<file path="src/rtl/gate_pair_monitor.sv">
// rtl/gate_pair_monitor.sv - complementary gate pair checker: PWM rebuild, dead-time measurement, sticky faults
module gate_pair_monitor #(
  parameter int DT_WIDTH = 8
) (
  input  logic                clk,
  input  logic                reset,
  input  logic                gate_A,
  input  logic                gate_B,
  input  logic                logic_A,
  input  logic                logic_B,
  input  logic                enable,
  input  logic [DT_WIDTH-1:0] dtime_min,
  input  logic                clear_fault,
  output logic                pwm_rec,
  output logic [DT_WIDTH-1:0] dt_AB,
  output logic [DT_WIDTH-1:0] dt_BA,
  output logic                dt_valid_AB,
  output logic                dt_valid_BA,
  output logic                fault_overlap,
  output logic                fault_short_dt,
  output logic                fault
);

  typedef enum logic [2:0] {
    ST_INIT, ST_A_ON, ST_DT_AB, ST_B_ON, ST_DT_BA, ST_FAULT
  } state_t;

  localparam logic [DT_WIDTH-1:0] CNT_MAX = '1;
  localparam logic [DT_WIDTH-1:0] CNT_ONE = DT_WIDTH'(1);

  state_t              state;
  logic [DT_WIDTH-1:0] cnt;
  logic                a_m, b_m, a_s, b_s;

  // Gate levels are normalised to active-high before crossing into clk.
  always_ff @(posedge clk or posedge reset) begin
    if (reset) begin
      a_m <= 1'b0;
      b_m <= 1'b0;
      a_s <= 1'b0;
      b_s <= 1'b0;
    end else begin
      a_m <= gate_A ^ logic_A;
      b_m <= gate_B ^ logic_B;
      a_s <= a_m;
      b_s <= b_m;
    end
  end

  always_ff @(posedge clk or posedge reset) begin
    if (reset) begin
      state          <= ST_INIT;
      cnt            <= '0;
      dt_AB          <= '0;
      dt_BA          <= '0;
      dt_valid_AB    <= 1'b0;
      dt_valid_BA    <= 1'b0;
      fault_overlap  <= 1'b0;
      fault_short_dt <= 1'b0;
    end else begin
      dt_valid_AB <= 1'b0;
      dt_valid_BA <= 1'b0;
      // Clear is applied first so that any fault set below in the same cycle wins.
      if (clear_fault && (state != ST_FAULT || (!a_s && !b_s))) begin
        fault_overlap  <= 1'b0;
        fault_short_dt <= 1'b0;
      end
      if (!enable) begin
        state <= ST_INIT;
        cnt   <= '0;
      end else if (a_s && b_s) begin
        fault_overlap <= 1'b1;
        state         <= ST_FAULT;
        cnt           <= '0;
      end else begin
        case (state)
          ST_INIT: begin
            if (a_s)      state <= ST_A_ON;
            else if (b_s) state <= ST_B_ON;
          end
          ST_A_ON: begin
            if (!a_s && b_s) begin
              dt_AB       <= '0;
              dt_valid_AB <= 1'b1;
              if (dtime_min != '0) fault_short_dt <= 1'b1;
              state       <= ST_B_ON;
            end else if (!a_s) begin
              cnt   <= CNT_ONE;
              state <= ST_DT_AB;
            end
          end
          ST_DT_AB: begin
            if (b_s) begin
              dt_AB       <= cnt;
              dt_valid_AB <= 1'b1;
              if (cnt < dtime_min) fault_short_dt <= 1'b1;
              cnt         <= '0;
              state       <= ST_B_ON;
            end else if (a_s) begin
              cnt   <= '0;
              state <= ST_A_ON;
            end else if (cnt != CNT_MAX) begin
              cnt <= cnt + CNT_ONE;
            end
          end
          ST_B_ON: begin
            if (!b_s && a_s) begin
              dt_BA       <= '0;
              dt_valid_BA <= 1'b1;
              if (dtime_min != '0) fault_short_dt <= 1'b1;
              state       <= ST_A_ON;
            end else if (!b_s) begin
              cnt   <= CNT_ONE;
              state <= ST_DT_BA;
            end
          end
          ST_DT_BA: begin
            if (a_s) begin
              dt_BA       <= cnt;
              dt_valid_BA <= 1'b1;
              if (cnt < dtime_min) fault_short_dt <= 1'b1;
              cnt         <= '0;
              state       <= ST_A_ON;
            end else if (b_s) begin
              cnt   <= '0;
              state <= ST_B_ON;
            end else if (cnt != CNT_MAX) begin
              cnt <= cnt + CNT_ONE;
            end
          end
          ST_FAULT: begin
            if (clear_fault && !a_s && !b_s) state <= ST_INIT;
          end
          default: state <= ST_INIT;
        endcase
      end
    end
  end

  // The command is high from B turning off until A turns off.
  assign pwm_rec = (state == ST_A_ON) || (state == ST_DT_BA);
  assign fault   = fault_overlap | fault_short_dt;

endmodule
</file>
<file path="config.mk">
export PLATFORM = sky130hd
export DESIGN_NAME = gate_pair_monitor
export DESIGN_NICKNAME = d
export VERILOG_FILES = /design/src/rtl/gate_pair_monitor.sv
export SDC_FILE = /design/constraint.sdc
export NUM_CORES = 1
export LEC_CHECK = 0
export ABC_AREA = 1
export BUFFER_PORTS_ARGS = -buffer_cell sky130_fd_sc_hd__clkbuf_2
export CAP_MARGIN = 20
export CORE_ASPECT_RATIO = 0.6
export CORE_MARGIN = 5
export CORE_UTILIZATION = 45
export CTS_CLUSTER_SIZE = 16
export DETAILED_ROUTE_END_ITERATION = 8
export PLACE_DENSITY_LB_ADDON = 0.08
export SKIP_CTS_REPAIR_TIMING = 1
export SLEW_MARGIN = 25
export SYNTH_ARGS = -nofsm -noshare
export SYNTH_HDL_FRONTEND = slang
export SYNTH_SLANG_ARGS = --single-unit
</file>
<file path="constraint.sdc">
create_clock -name clk -period 2 [get_ports clk]
set_clock_uncertainty 0.15 [all_clocks]
set_input_delay 0.1 -clock clk [delete_from_list [all_inputs] [get_ports clk]]
set_output_delay 0.1 -clock clk [all_outputs]
set_load 0.05 [all_outputs]
</file>
Word level (Yosys, flattened, before mapping)
Index checks and enable logic that the tools add are counted.
Storage, ports and cells
  flip-flop bits (word level): 35
  logic and storage cells: 112
Cells by class
  magnitude comparators: 1
  reduce and logical (&&, ||, !) cells: 20
  muxes and demuxes: 53
  eq/ne operators: 21
  add/subtract/negate cells: 1
  bitwise gates (word level): 4
Operators by type and width (count)
  8-bit 2-to-1 mux: 15
  3-bit 2-to-1 mux: 11
  8-bit one-hot mux with 2 select lines: 2
  8-bit one-hot mux with 4 select lines: 1
  1-bit 2-to-1 mux: 20
  4-bit inequality test, second input constant: 5
  5-bit AND reduction: 4
  5-bit inequality test, second input constant: 3
  3-bit one-hot mux with 5 select lines: 1
  8-bit by 1-bit adder with 8-bit output, second input constant: 1
  8-bit < comparator: 1
  2-bit inequality test, second input constant: 4
  8-bit inequality test, second input constant: 1
  8-bit nonzero test: 1
  1-bit logical AND: 7
  3-bit by 2-bit == test with 1-bit output, second input constant: 2
  3-bit == test, second input constant: 2
  6-bit by 1-bit inequality test with 1-bit output, second input constant: 1
  5-bit by 2-bit inequality test with 1-bit output, second input constant: 1
  1-bit one-hot mux with 2 select lines: 2
  1-bit one-hot mux with 4 select lines: 1
  2-bit nonzero test: 2
  3-bit by 1-bit == test with 1-bit output, second input constant: 1
  3-bit logical NOT: 1
  7 further kinds: 10

Depth between registers and ports, before layout
Gate-level depths: netlist of the first run.
  word-level depth: 10
  depth in mapped cells: 11

Worst setup path after synthesis of the first run
Ideal clock, no wire load.
  path type: reg2reg
  start point: register cnt[0]
  end point: register cnt[1]
  slack: 0.447 ns
  cell stages (with the launch flop): 10
  data required time: 1.776 ns
  arrival: 1.329 ns
  cell sequence: dfrtp_1 -> ha_1 -> inv_1 -> nor2_1 -> nand2_1 -> nand2_1 -> nand3_1 -> nor2_1 -> o211ai_1 -> o21ai_2
On the way
  word-level cells in the longest chain between the ends: 7
RTL lines
  from (decl): RTL line 32  | logic [DT_WIDTH-1:0] cnt;
  from (signal assigned): RTL line 103  | cnt <= cnt + CNT_ONE;
  from (signal assigned): RTL line 128  | cnt <= cnt + CNT_ONE;
  8-bit by 1-bit adder with 8-bit output / 8-bit inequality test (equally long branches)
  8-bit 2-to-1 mux (*): RTL line 102, 127
  8-bit 2-to-1 mux, on equally long branches: RTL line 124, 99
  8-bit 2-to-1 mux, on equally long branches: RTL line 118, 93
  8-bit one-hot mux with 4 select lines (*): RTL line 76  | case (state)
  8-bit 2-to-1 mux (*): RTL line 71  | end else if (a_s && b_s) begin
  8-bit 2-to-1 mux (*): RTL line 68  | if (!enable) begin
Every way passes the cells marked *; elsewhere a longest branch is shown, timed or not.
A chain may end at the register's enable or synchronous reset.

Worst setup path in the final report of the first run
  start point: register state[0]
  end point: register dt_AB[7]
On the way
  word-level cells in the longest chain between the ends: 3
RTL lines
  from (decl): RTL line 31  | state_t state;
  from (signal assigned): RTL line 52  | state <= ST_INIT;
  from (signal assigned): RTL line 69  | state <= ST_INIT;
  from (signal assigned): RTL line 73  | state <= ST_FAULT;
  3-bit by 1-bit == test with 1-bit output / 3-bit by 2-bit == test with 1-bit output (equally long branches): RTL line 76
  2-bit inequality test (no line) / 2-bit nonzero test (equally long branches)
  5-bit AND reduction (no line)
  to (signal assigned): RTL line 94  | dt_AB <= cnt;
  to (decl): RTL line 15  | output logic [DT_WIDTH-1:0] dt_AB,
Several ways; a longest one is shown, not always the timed one.

==> results of run 1 <==
[routing by layer]
layer | share of wire [%] | track usage [%] | up-vias | wire length, um
met3 | 7.5 | 5.17 | 5 | 378
met4 | 1.4 | 6.68 | 0 | 68
met1 | 54 | 31.1 | 840 | 2730
met2 | 37 | 22.5 | 51 | 1840
met5 | 0 | 0 | - | 0
li1 | - | - | 923 | -
[power groups by stage]
stage	clock network [uW]	registers, uW	logic [uW]
final	527	955	1080
after global routing	574	975	1180
after CTS	539	953	1070
after detailed placement	0	965	1070
after global placement	0	962	1070
after floorplan	0	1280	503
[flip-flops by register name, indices dropped and copies added (netlist names), 3 cells and up]
| register | flops |
|---|---|
| cnt | 8 |
| dt_AB | 8 |
| state | 3 |
| dt_BA | 8 |
[cell families after synthesis]
| logic type | count (synthesis) | share of synthesized area (%) |
|---|---|---|
| simple gates | 107 | 24.3 |
| compound gates | 53 | 16.7 |
| buf+inv | 42 | 8.66 |
| flops | 35 | 43.6 |
| fa+ha+maj | 8 | 4.98 |
| xor+xnor | 4 | 1.74 |
[final cells by class]
| class | instances | area [um2] |
|---|---|---|
| clock buffer | 6 | 82.6 |
| multi-input combinational | 172 | 958 |
| fill | 399 | 1800 |
| sequential | 35 | 876 |
| inverter | 38 | 145 |
| timing repair buffer | 46 | 265 |
| clock inverter | 1 | 5.00 |
| tap | 60 | 75.1 |
[metrics by stage]
| step | std cells | utilization [%] | power (uW) | hold WS [ns] |
|---|---|---|---|---|
| after global placement | 346 | 53.9 | 2030 | 0.0592 |
| after detailed placement | 346 | 53.9 | 2040 | 0.0623 |
| after floorplan | 249 | - | 1780 | 0.0370 |
| after CTS | 353 | 56.0 | 2570 | -0.255 |
| final | 358 | 57.2 | 2570 | -0.00732 |
| after global routing | 358 | 57.2 | 2730 | 0.0118 |
[final timing paths]
| path | startpoint | to | slack, ns |
|---|---|---|---|
| max in group asynchronous | reset | fault_short_dt | 1.09 |
| min in group asynchronous | reset | dt_BA[4] | 0.29 |
| setup reg to reg | state[0] | dt_AB[7] | 0.17 |
| hold reg to reg | b_m | b_s | 0.20 |
| hold / removal | enable | cnt[5] | -0.007 |
| setup / recovery | state[0] | dt_AB[7] | 0.17 |
[synth_stat cells, types with 2 or more instances]
master	instances	area (um2)
nor3_1	2	10.0
xor2_1	3	26.3
nand3_1	23	115
nor2_4	2	22.5
o22ai_1	10	62.6
nor3_2	2	20.0
o21ai_2	6	52.6
buf_2	2	10.0
o2111ai_1	3	26.3
nand2_1	55	206
inv_2	4	15.0
a21oi_1	7	35.0
o21a_1	2	15.0
ha_1	8	100
dfrtp_1	35	876
nand4_1	3	18.8
o21ai_0	20	100
inv_1	33	124
nor2_1	14	52.6
[worst reg2reg max path: stages, from the launching register on]
cell and delay (ns):
dfrtp_1 0.47, nor3_2 0.40, nand2_1 0.40, nand3_1 0.20, o21ai_0 0.09
==> metrics.csv, run 1 <==
stage,metric,value,unit
synthesis,dominantRegCellSynth,dfrtp_1,
place,dpl_cell_area,0.00227,mm2
layout,layout_common_cells,"nand2_1 (55), clkbuf_2 (37), dfrtp_1 (35)",
routing,wl,5010,um
routing,first_iter_violations,173,
global_route,antenna_found_initial,0,
pwr,switching_power,1170,uW
synthesis,ys_ff_latch,35,
place,port_buffers,37,
floorplanning,start_util,47.7,%
floorplanning,die_h,61.7,um
synthesis,yosys_warnings,0,
synthesis,synth_cell_type_count,34,
critical_path,crit_fanout,17,
timing,finalSetupTns,0,ns
layout,layout.nets,322,
routing,num_vias,1819,
flow_run,cap_violations,0,
synthesis,synth.cell_area,0.00201,mm2
timing,maxSlewHeadroom,69.0,%
layout,drive_above_1_share,22.8,%
critical_path,crit_arrival,1.84,ns
critical_path,crit_family,simple AND/OR/NAND/NOR gates,
critical_path,critical_path_class,flip-flop to flip-flop,
run_status,status,"finished, violations left",
run_status,failed_checks,negative hold slack,
critical_path,slowest_stage,dfrtp_1,
critical_path,cp_data_required_time,2.01,ns
timing,max_freq,546,MHz
clocking,insertion_delay,0.29,ns
floorplanning,placementRows,18,
clocking,cts.path.max_buffers,2,
global_route,grt_overflow,0,
clocking,clk_pin_slew,0.07,ns
place,gp_congestion,0.902,
critical_path,cp-start-kind,flip-flop,
clocking,tritoncts,yes,
layout,antenna_cells,0,
synthesis,ys_seq_area_share,43.6,%
worst_hold_path,whs_path_depth,3,
layout,final_common_cell,nand2_1,
synthesis,asyncSetResetFlopFracSynth,100,%
pwr,p_seq_share,37.2,%
place,place_ws,0.176,ns
critical_path,cp.depth,4,
clocking,h-tree-depth,2,
synthesis,syn_inst,249,
synthesis,syn-num-nets,273,
timing,hold_ws,-0.00732,ns
pwr,clkPwrFrac,20.6,%
pwr,power.density,1070,mW/mm2
global_route,grt_max_degree,36,
timing,slew_viol_final,0,
routing,drc,0,
clocking,clkSinkCount,35,
critical_path,cp-end-kind,flip-flop,
synthesis,syn_avg_cell_area,8.06,um2
layout,design_area,0.00241,mm2
timing,min_period,1.83,ns
layout,syn_to_final_growth,19.9,%
place,dp_hpwl,3830,um
clocking,clockRootBuffer,clkbuf_8,
synthesis,synth_edf_count,0,
timing,finalCritPeriodShare,91.6,%
pwr,ir_drop,0.745,mV
worst_hold_path,hp-class,primary input to flip-flop,
routing,drtPass1Iterations,4,
floorplanning,coreArea,0.00421,mm2
timing,rsz0062_at_grt,false,
pwr,p_int,1390,uW
critical_path,crit_path_max_incr_delay,0.47,ns
routing,post_drt_wl_per_cell,14.0,um
pwr,p_comb_share,42.2,%
timing,worst_slew_pin_slew,0.464,ns
pwr,power.leakage,0.00122,uW
floorplanning,die_w,96.2,um
clocking,numCtsBuffers,5,
global_route,track_usage,18.9,%
global_route,grt_pass1_vias,1568,
timing,setup_viol,0,
timing,hold_violations,1,
critical_path,r2r_cells,4,
pwr,p_sw_share,45.8,%
routing,vias_per_cell,5.08,
critical_path,crit_chain,"nor3_2, nand2_1, nand3_1, o21ai_0",
floorplanning,pin_count,38,
timing,fin_ws,0.168,ns
critical_path,cp.buffers_inverters,0,
global_route,grt_pass1_wl,8100,um
routing,ant_nets,0,
floorplanning,die_area,0.00594,mm2
Note: power is estimated with default switching activity, not from simulation.
==> run 2, diff against run 1 <==
Clock period 2 ns to 1.95 ns, I/O delays scaled along.
==> run 2 against run 1 <==
  * The flow still finishes with violations (negative hold slack)
  * Power increased by 4.3%
  * Combinational power increased by 4%
  * Via count increased by 0.66%
  * Non-clock buffer count increased by 2
  * Global-route usage decreased by 0.30 points
  * Cell count increased by 0.84%
  * Clock power increased by 9.3%
  * Critical path type unchanged
==> metrics.csv, run 2 (synthesis results as in run 1) <==
stage,metric,value,unit,change
global_route,grt_pass1_vias,1674,,+6.8%
layout,final_common_cell,nand2_1,,
clocking,tritoncts,yes,,
floorplanning,die_w,96.2,um,unchanged
global_route,grt_max_degree,36,,unchanged
pwr,p_sw_share,44.8,%,-1.0 points
pwr,ir_drop,0.739,mV,-0.73%
timing,finalSetupTns,0,ns,unchanged
pwr,p_comb_share,41.8,%,-0.4 points
clocking,clk_pin_slew,0.07,ns,about the same
timing,max_freq,556,MHz,+1.9%
floorplanning,start_util,47.7,%,unchanged
floorplanning,die_area,0.00594,mm2,unchanged
floorplanning,coreArea,0.00421,mm2,unchanged
critical_path,cp-end-kind,flip-flop,,
run_status,failed_checks,negative hold slack,,
layout,layout_common_cells,"nand2_1 (54), clkbuf_2 (37), dfrtp_1 (34)",,
layout,drive_above_1_share,23.9,%,+1.1 points
global_route,track_usage,18.6,%,-0.30 points
pwr,p_int,1480,uW,+6.2%
timing,hold_ws,-0.000578,ns,+0.00674 ns
pwr,fin_total_pwr,2670,uW,+4.3%
floorplanning,die_h,61.7,um,unchanged
pwr,switching_power,1200,uW,+2.0%
run_status,status,"finished, violations left",,
timing,worst_slew_pin_slew,0.436,ns,-0.0276 ns
place,gp_congestion,0.902,,about the same
timing,slew_viol_final,0,,unchanged
worst_hold_path,hp-class,primary input to flip-flop,,
critical_path,critical_path_class,flip-flop to flip-flop,,
timing,fin_ws,0.153,ns,-0.0155 ns
clocking,cts.path.max_buffers,2,,unchanged
layout,fillers,406,,+1.8%
global_route,grt_overflow,0,,unchanged
pwr,power.density,1100,mW/mm2,+2.9%
floorplanning,pin_count,38,,unchanged
critical_path,crit_fanout,9,,-8
layout,syn_to_final_growth,21.4,%,
critical_path,crit_chain,"inv_2, nand2_1, nor2_1, inv_1, o21ai_2, o22ai_1",,
clocking,clockRootBuffer,clkbuf_8,,
place,dpl_cell_area,0.00228,mm2,+0.66%
clocking,insertion_delay,0.28,ns,about the same
place,dp_hpwl,3900,um,+1.9%
routing,post_drt_wl_per_cell,13.9,um,-0.53%
global_route,grt_pass1_wl,8180,um,+1.0%
pwr,clkPwrFrac,21.5,%,+0.9 points
floorplanning,placementRows,18,,unchanged
routing,num_vias,1831,,+0.66%
critical_path,cp-start-kind,flip-flop,,
critical_path,crit_family,flip-flops,,
place,port_buffers,37,,unchanged
routing,first_iter_violations,130,,-25%
timing,setup_viol,0,,unchanged
critical_path,crit_path_max_incr_delay,0.49,ns,+0.02 ns
pwr,p_seq_share,36.7,%,-0.5 points
routing,drtPass1Iterations,4,,unchanged
routing,wl,5030,um,+0.30%
critical_path,cp.buffers_inverters,2,,+2
routing,ant_nets,0,,unchanged
routing,vias_per_cell,5.07,,-0.18%
pwr,power.leakage,0.00124,uW,+1.1%
layout,largest_registers,"cnt (8), dt_AB (8), dt_BA (8)",,
timing,maxSlewHeadroom,70.8,%,+1.8 points
routing,drc,0,,unchanged
flow_run,cap_violations,0,,unchanged
layout,antenna_cells,0,,unchanged
timing,rsz0062_at_grt,false,,
place,place_ws,0.113,ns,-0.0623 ns
layout,layout.nets,324,,+0.62%
critical_path,crit_arrival,1.79,ns,-0.05 ns
clocking,numCtsBuffers,5,,unchanged
timing,min_period,1.80,ns,-0.0345 ns
timing,hold_violations,1,,unchanged
timing,finalCritPeriodShare,92.2,%,+0.58 points
clocking,h-tree-depth,2,,unchanged
clocking,clkSinkCount,35,,unchanged
critical_path,slowest_stage,dfrtp_1,,
critical_path,cp_data_required_time,1.94,ns,-0.07 ns
global_route,antenna_found_initial,0,,unchanged
layout,design_area,0.00244,mm2,+1.3%
run 2: metrics by stage:
stage / hold slack [ns] / util (%) / cells
6_report: -0.000578 / 57.9 / 361
5_1_grt: 0.0379 / 57.9 / 361
4_1_cts: -0.250 / 56.6 / 356
3_5_place_dp: 0.0552 / 54.2 / 348
3_3_place_gp: 0.0571 / 54.2 / 348
2_1_floorplan: 0.0345 / - / 249
run 2: worst paths after layout:
path	from	end	slack, ns	depth (start not counted)
min reg2reg	b_m	b_s	0.20	0
max	b_s	dt_BA[6]	0.15	6
max reg2reg	b_s	dt_BA[6]	0.15	6
min in group asynchronous	reset	dt_BA[0]	0.29	4
max in group asynchronous	reset	cnt[0]	1.03	4
min	enable	cnt[5]	-0.0006	3
run 2: worst register-to-register path, cell delays in order, from the launching register on:
cell	delay [ns]
dfrtp_1	0.49
inv_2	0.17
nand2_1	0.08
nor2_1	0.19
inv_1	0.09
o21ai_2	0.34
o22ai_1	0.13
run 2: power by group through the flow:
stage / Sequential [uW] / Combinational [uW] / Clock (uW)
3_5_place_dp: 992 / 1100 / 0
3_3_place_gp: 986 / 1100 / 0
4_1_cts: 979 / 1110 / 589
5_1_grt: 1000 / 1210 / 627
2_1_floorplan: 1310 / 516 / 0
6_report: 981 / 1120 / 576
run 2: cell type report:
cell class | count | area (um2) | area share, %
multi-input combinational | 172 | 961 | 39.4
clock buffer | 8 | 100 | 4.10
tap | 60 | 75.1 | 3.08
sequential | 35 | 877 | 36.0
timing repair buffer | 48 | 280 | 11.5
inverter | 38 | 145 | 5.95
run 2: routing by layer:
layer	global-route usage, %	part of all wire, %
met4	4.86	0.72
met3	5.42	8.1
met1	29.2	52
met2	24.5	39
met5	0	0
==> run 3, diff against run 2 <==
Settings changed: ABC_AREA 1 to 0.
==> run 3 against run 2 <==
  * The run now ends clean
  * Highest routed layer unchanged
  * Non-clock buffer count up 26
  * Critical endpoint is now cnt[5]
  * Flip-flop and latch count stayed put
  * Routed wire length increased by 3.7%
  * Global-route usage grew 0.32 points
  * Synthesized cell count down 16%
  * First-iteration DRC count is 17% higher
  * Utilization increased by 4.8 points
  * Combinational power shrank 36%
  * Critical path type unchanged
==> metrics.csv, run 3 <==
stage,metric,value,unit,change
run_status,status,completed,,
synthesis,syn-num-nets,234,,-14%
pwr,power.density,812,mW/mm2,-26%
clocking,clk_pin_slew,0.07,ns,about the same
routing,post_drt_wl_per_cell,15.3,um,+10%
global_route,grt_pass1_wl,8330,um,+1.8%
layout,drive_above_1_share,33.2,%,+9.3 points
critical_path,cp-start-kind,flip-flop,,
pwr,ir_drop,0.564,mV,-24%
synthesis,synth_top_area_share,44.1,%,+0.49 points
synthesis,synth_cell_type_count,46,,+35%
clocking,clockRootBuffer,clkbuf_8,,
routing,ant_nets,0,,unchanged
synthesis,syn_avg_cell_area,9.46,um2,+17%
routing,drtPass1Iterations,4,,unchanged
synthesis,ys_ff_latch,35,,unchanged
critical_path,cp_data_required_time,2.01,ns,+0.07 ns
pwr,p_int,1380,uW,-6.4%
clocking,numCtsBuffers,5,,unchanged
synthesis,syn_inst,210,,-16%
layout,fillers,364,,-10%
layout,layout_common_cells,"clkbuf_2 (38), dfrtp_1 (34), buf_4 (29)",,
layout,layout.nets,303,,-6.5%
timing,hold_violations,0,,-1
timing,min_period,1.92,ns,+0.124 ns
timing,finalCritPeriodShare,98.5,%,+6.4 points
synthesis,synth.cell_area,0.00199,mm2,-1.1%
floorplanning,die_w,95.8,um,-0.50%
synthesis,yosysMostFrequentCell,dfrtp_1,,
routing,vias_per_cell,5.43,,+7.0%
synthesis,synth-compound-area-share,21.6,%,+4.9 points
routing,first_iter_violations,152,,+17%
clocking,cts.path.max_buffers,2,,unchanged
synthesis,synth_edf_count,0,,unchanged
pwr,p_comb_share,33.9,%,-7.9 points
routing,num_vias,1846,,+0.82%
floorplanning,die_area,0.00588,mm2,-0.97%
layout,multiInputGateArea,0.00104,mm2,+7.9%
pwr,p_seq_share,38.1,%,+1.4 points
timing,slew_viol_final,0,,unchanged
floorplanning,die_h,61.5,um,-0.47%
global_route,track_usage,18.9,%,+0.32 points
place,dpl.cell_count,321,,-7.8%
synthesis,synthTopCellsByCount,"dfrtp_1 (35), a22o_1 (17), nor2_1 (17)",,
layout,final_util,62.7,%,+4.8 points
synthesis,synth_top_family_by_area,compound AO/OA/AOI/OAI gates,,
floorplanning,coreArea,0.00419,mm2,-0.53%
synthesis,synth_fa_ha_area_share,5.04,%,+0.057 points
global_route,antenna_found_initial,0,,unchanged
layout,final_common_cell,clkbuf_2,,
routing,drc,0,,unchanged
layout,largest_registers,"cnt (8), dt_AB (8), dt_BA (8)",,
synthesis,ys_top_cells_by_area,"dfrtp_1 (44%), a22o_1 (7.5%), ha_1 (5.0%), a21oi_1 (3.3%), nor2_1 (3.2%)",,
clocking,clkSinkCount,35,,unchanged
layout,antenna_cells,0,,unchanged
floorplanning,pin_count,38,,unchanged
synthesis,yosys.area_share.xor_xnor,2.65,%,+0.90 points
floorplanning,start_util,47.4,%,-0.28 points
floorplanning,placementRows,18,,unchanged
critical_path,cp.depth,4,,-2
critical_path,reg2reg_from,state[2],,
critical_path,r2r_cells,4,,-2
timing,setup_viol,0,,unchanged
clocking,h-tree-depth,2,,unchanged
place,dp_hpwl,3870,um,-0.75%
critical_path,startpoint,state[2],,
critical_path,cp-end-kind,flip-flop,,
synthesis,yosys_warnings,0,,unchanged
synthesis,asyncSetResetFlopFracSynth,100,%,unchanged
routing,wl,5220,um,+3.7%
synthesis,yosys-mux-area-fraction,1.64,%,+1.6 points
critical_path,rr_endpoint,cnt[5],,
critical_path,crit_arrival,1.98,ns,+0.19 ns
clocking,insertion_delay,0.29,ns,about the same
critical_path,slowest_stage,or4b_1,,
synthesis,ys_seq_area_share,44.1,%,+0.49 points
timing,rsz0062_at_grt,true,,
critical_path,crit_fanout,11,,+2
critical_path,crit_family,simple AND/OR/NAND/NOR gates,,
critical_path,crit_chain,"or4b_1, o2111a_2, or3_1, a21oi_1",,
synthesis,dominantRegCellSynth,dfrtp_1,,
flow_run,cap_violations,0,,unchanged
worst_hold_path,hp-class,primary input to flip-flop,,
layout,seq_area,877,um2,unchanged
pwr,power.leakage,0.00130,uW,+5.5%
pwr,switching_power,750,uW,-37%
synthesis,yosys.area.top_type,dfrtp_1,,
global_route,grt_overflow,0,,unchanged
pwr,clkPwrFrac,28.0,%,+6.5 points
timing,worst_slew_pin_slew,0.449,ns,+0.0126 ns
place,port_buffers,37,,unchanged
critical_path,cp.buffers_inverters,0,,-2
critical_path,crit_path_max_incr_delay,0.54,ns,+0.05 ns
critical_path,crit_end,cnt[5],,
timing,maxSlewHeadroom,70.1,%,-0.68 points
critical_path,r2r_slack,0.03,ns,-0.12 ns
layout,stdcell_count,340,,-5.8%
layout,syn_to_final_growth,32.3,%,
timing,max_freq,520,MHz,-6.5%
synthesis,synthSimpleGateAreaFrac,19.2,%,-5.1 points
place,gp_congestion,0.845,,-6.3%
clocking,tritoncts,yes,,
critical_path,critical_path_class,flip-flop to flip-flop,,
pwr,p_sw_share,35.1,%,-9.6 points
global_route,grt_pass1_vias,1701,,+1.6%
global_route,grt_max_degree,36,,unchanged
[run 3: area by class of cell]
class	count	area share [%]
Multi-Input combinational cell	149	39.5
Sequential cell	35	33.4
Timing Repair Buffer	74	18.3
Clock buffer	7	3.67
Tap cell	60	2.86
Inverter	14	2.00
Clock inverter	1	0.286
[run 3: how the worst min path moves through the flow]
stage	startpoint	to	slack (ns)	cells after the start
after global placement	reset	a_m	0.05	3
final	clear_fault	fault_short_dt	0.02	3
after global routing	clear_fault	fault_short_dt	0.03	3
after CTS	reset	dt_AB[4]	-0.26	3
after floorplan	gate_A	a_m	0.03	1
after detailed placement	reset	cnt[0]	0.06	3
[run 3: cells by family (layout without fill, tap and decap cells)]
logic type / after synthesis / in the layout
AO/OA/AOI/OAI: 61 / 61
XOR/XNOR: 6 / 6
adder cells (fa/ha/maj): 8 / 8
buffers and inverters: 26 / 96
flip-flops: 35 / 35
multiplexers: 3 / 3
AND/OR/NAND/NOR: 71 / 71
[run 3: tightest hold or removal path, cell delays in order]
cell and delay [ns]:
clkbuf_2 0.12, o21ai_0 0.08, a32o_1 0.12
[run 3: stage by stage]
step / hold slack, ns / setup slack (ns) / power, uW / area [um2] / TNS, ns
5_1_grt: 0.0288 / -0.0226 / 2240 / 2630 / -0.0327
2_1_floorplan: 0.0345 / 0.0268 / 1270 / 1990 / 0
4_1_cts: -0.255 / -0.0695 / 2070 / 2480 / -0.217
3_3_place_gp: 0.0529 / -0.0391 / 1470 / 2380 / -0.0640
6_report: 0.0237 / 0.0285 / 2130 / 2630 / 0
3_5_place_dp: 0.0557 / -0.0529 / 1470 / 2380 / -0.122
[run 3: per-layer routing]
metal	share of wire (%)	track usage [%]
met5	0	0
met4	0.69	4.25
met3	6.8	4.40
met2	39	27.1
met1	53	28.9
[run 3: power by group through the flow]
| stage | Combinational [uW] | Sequential [uW] | Clock, uW |
|---|---|---|---|
| finish | 722 | 813 | 597 |
| global route | 782 | 822 | 637 |
| floorplan | 391 | 883 | 0 |
| detailed placement | 640 | 827 | 0 |
| CTS | 645 | 813 | 615 |
| global placement | 643 | 825 | 0 |
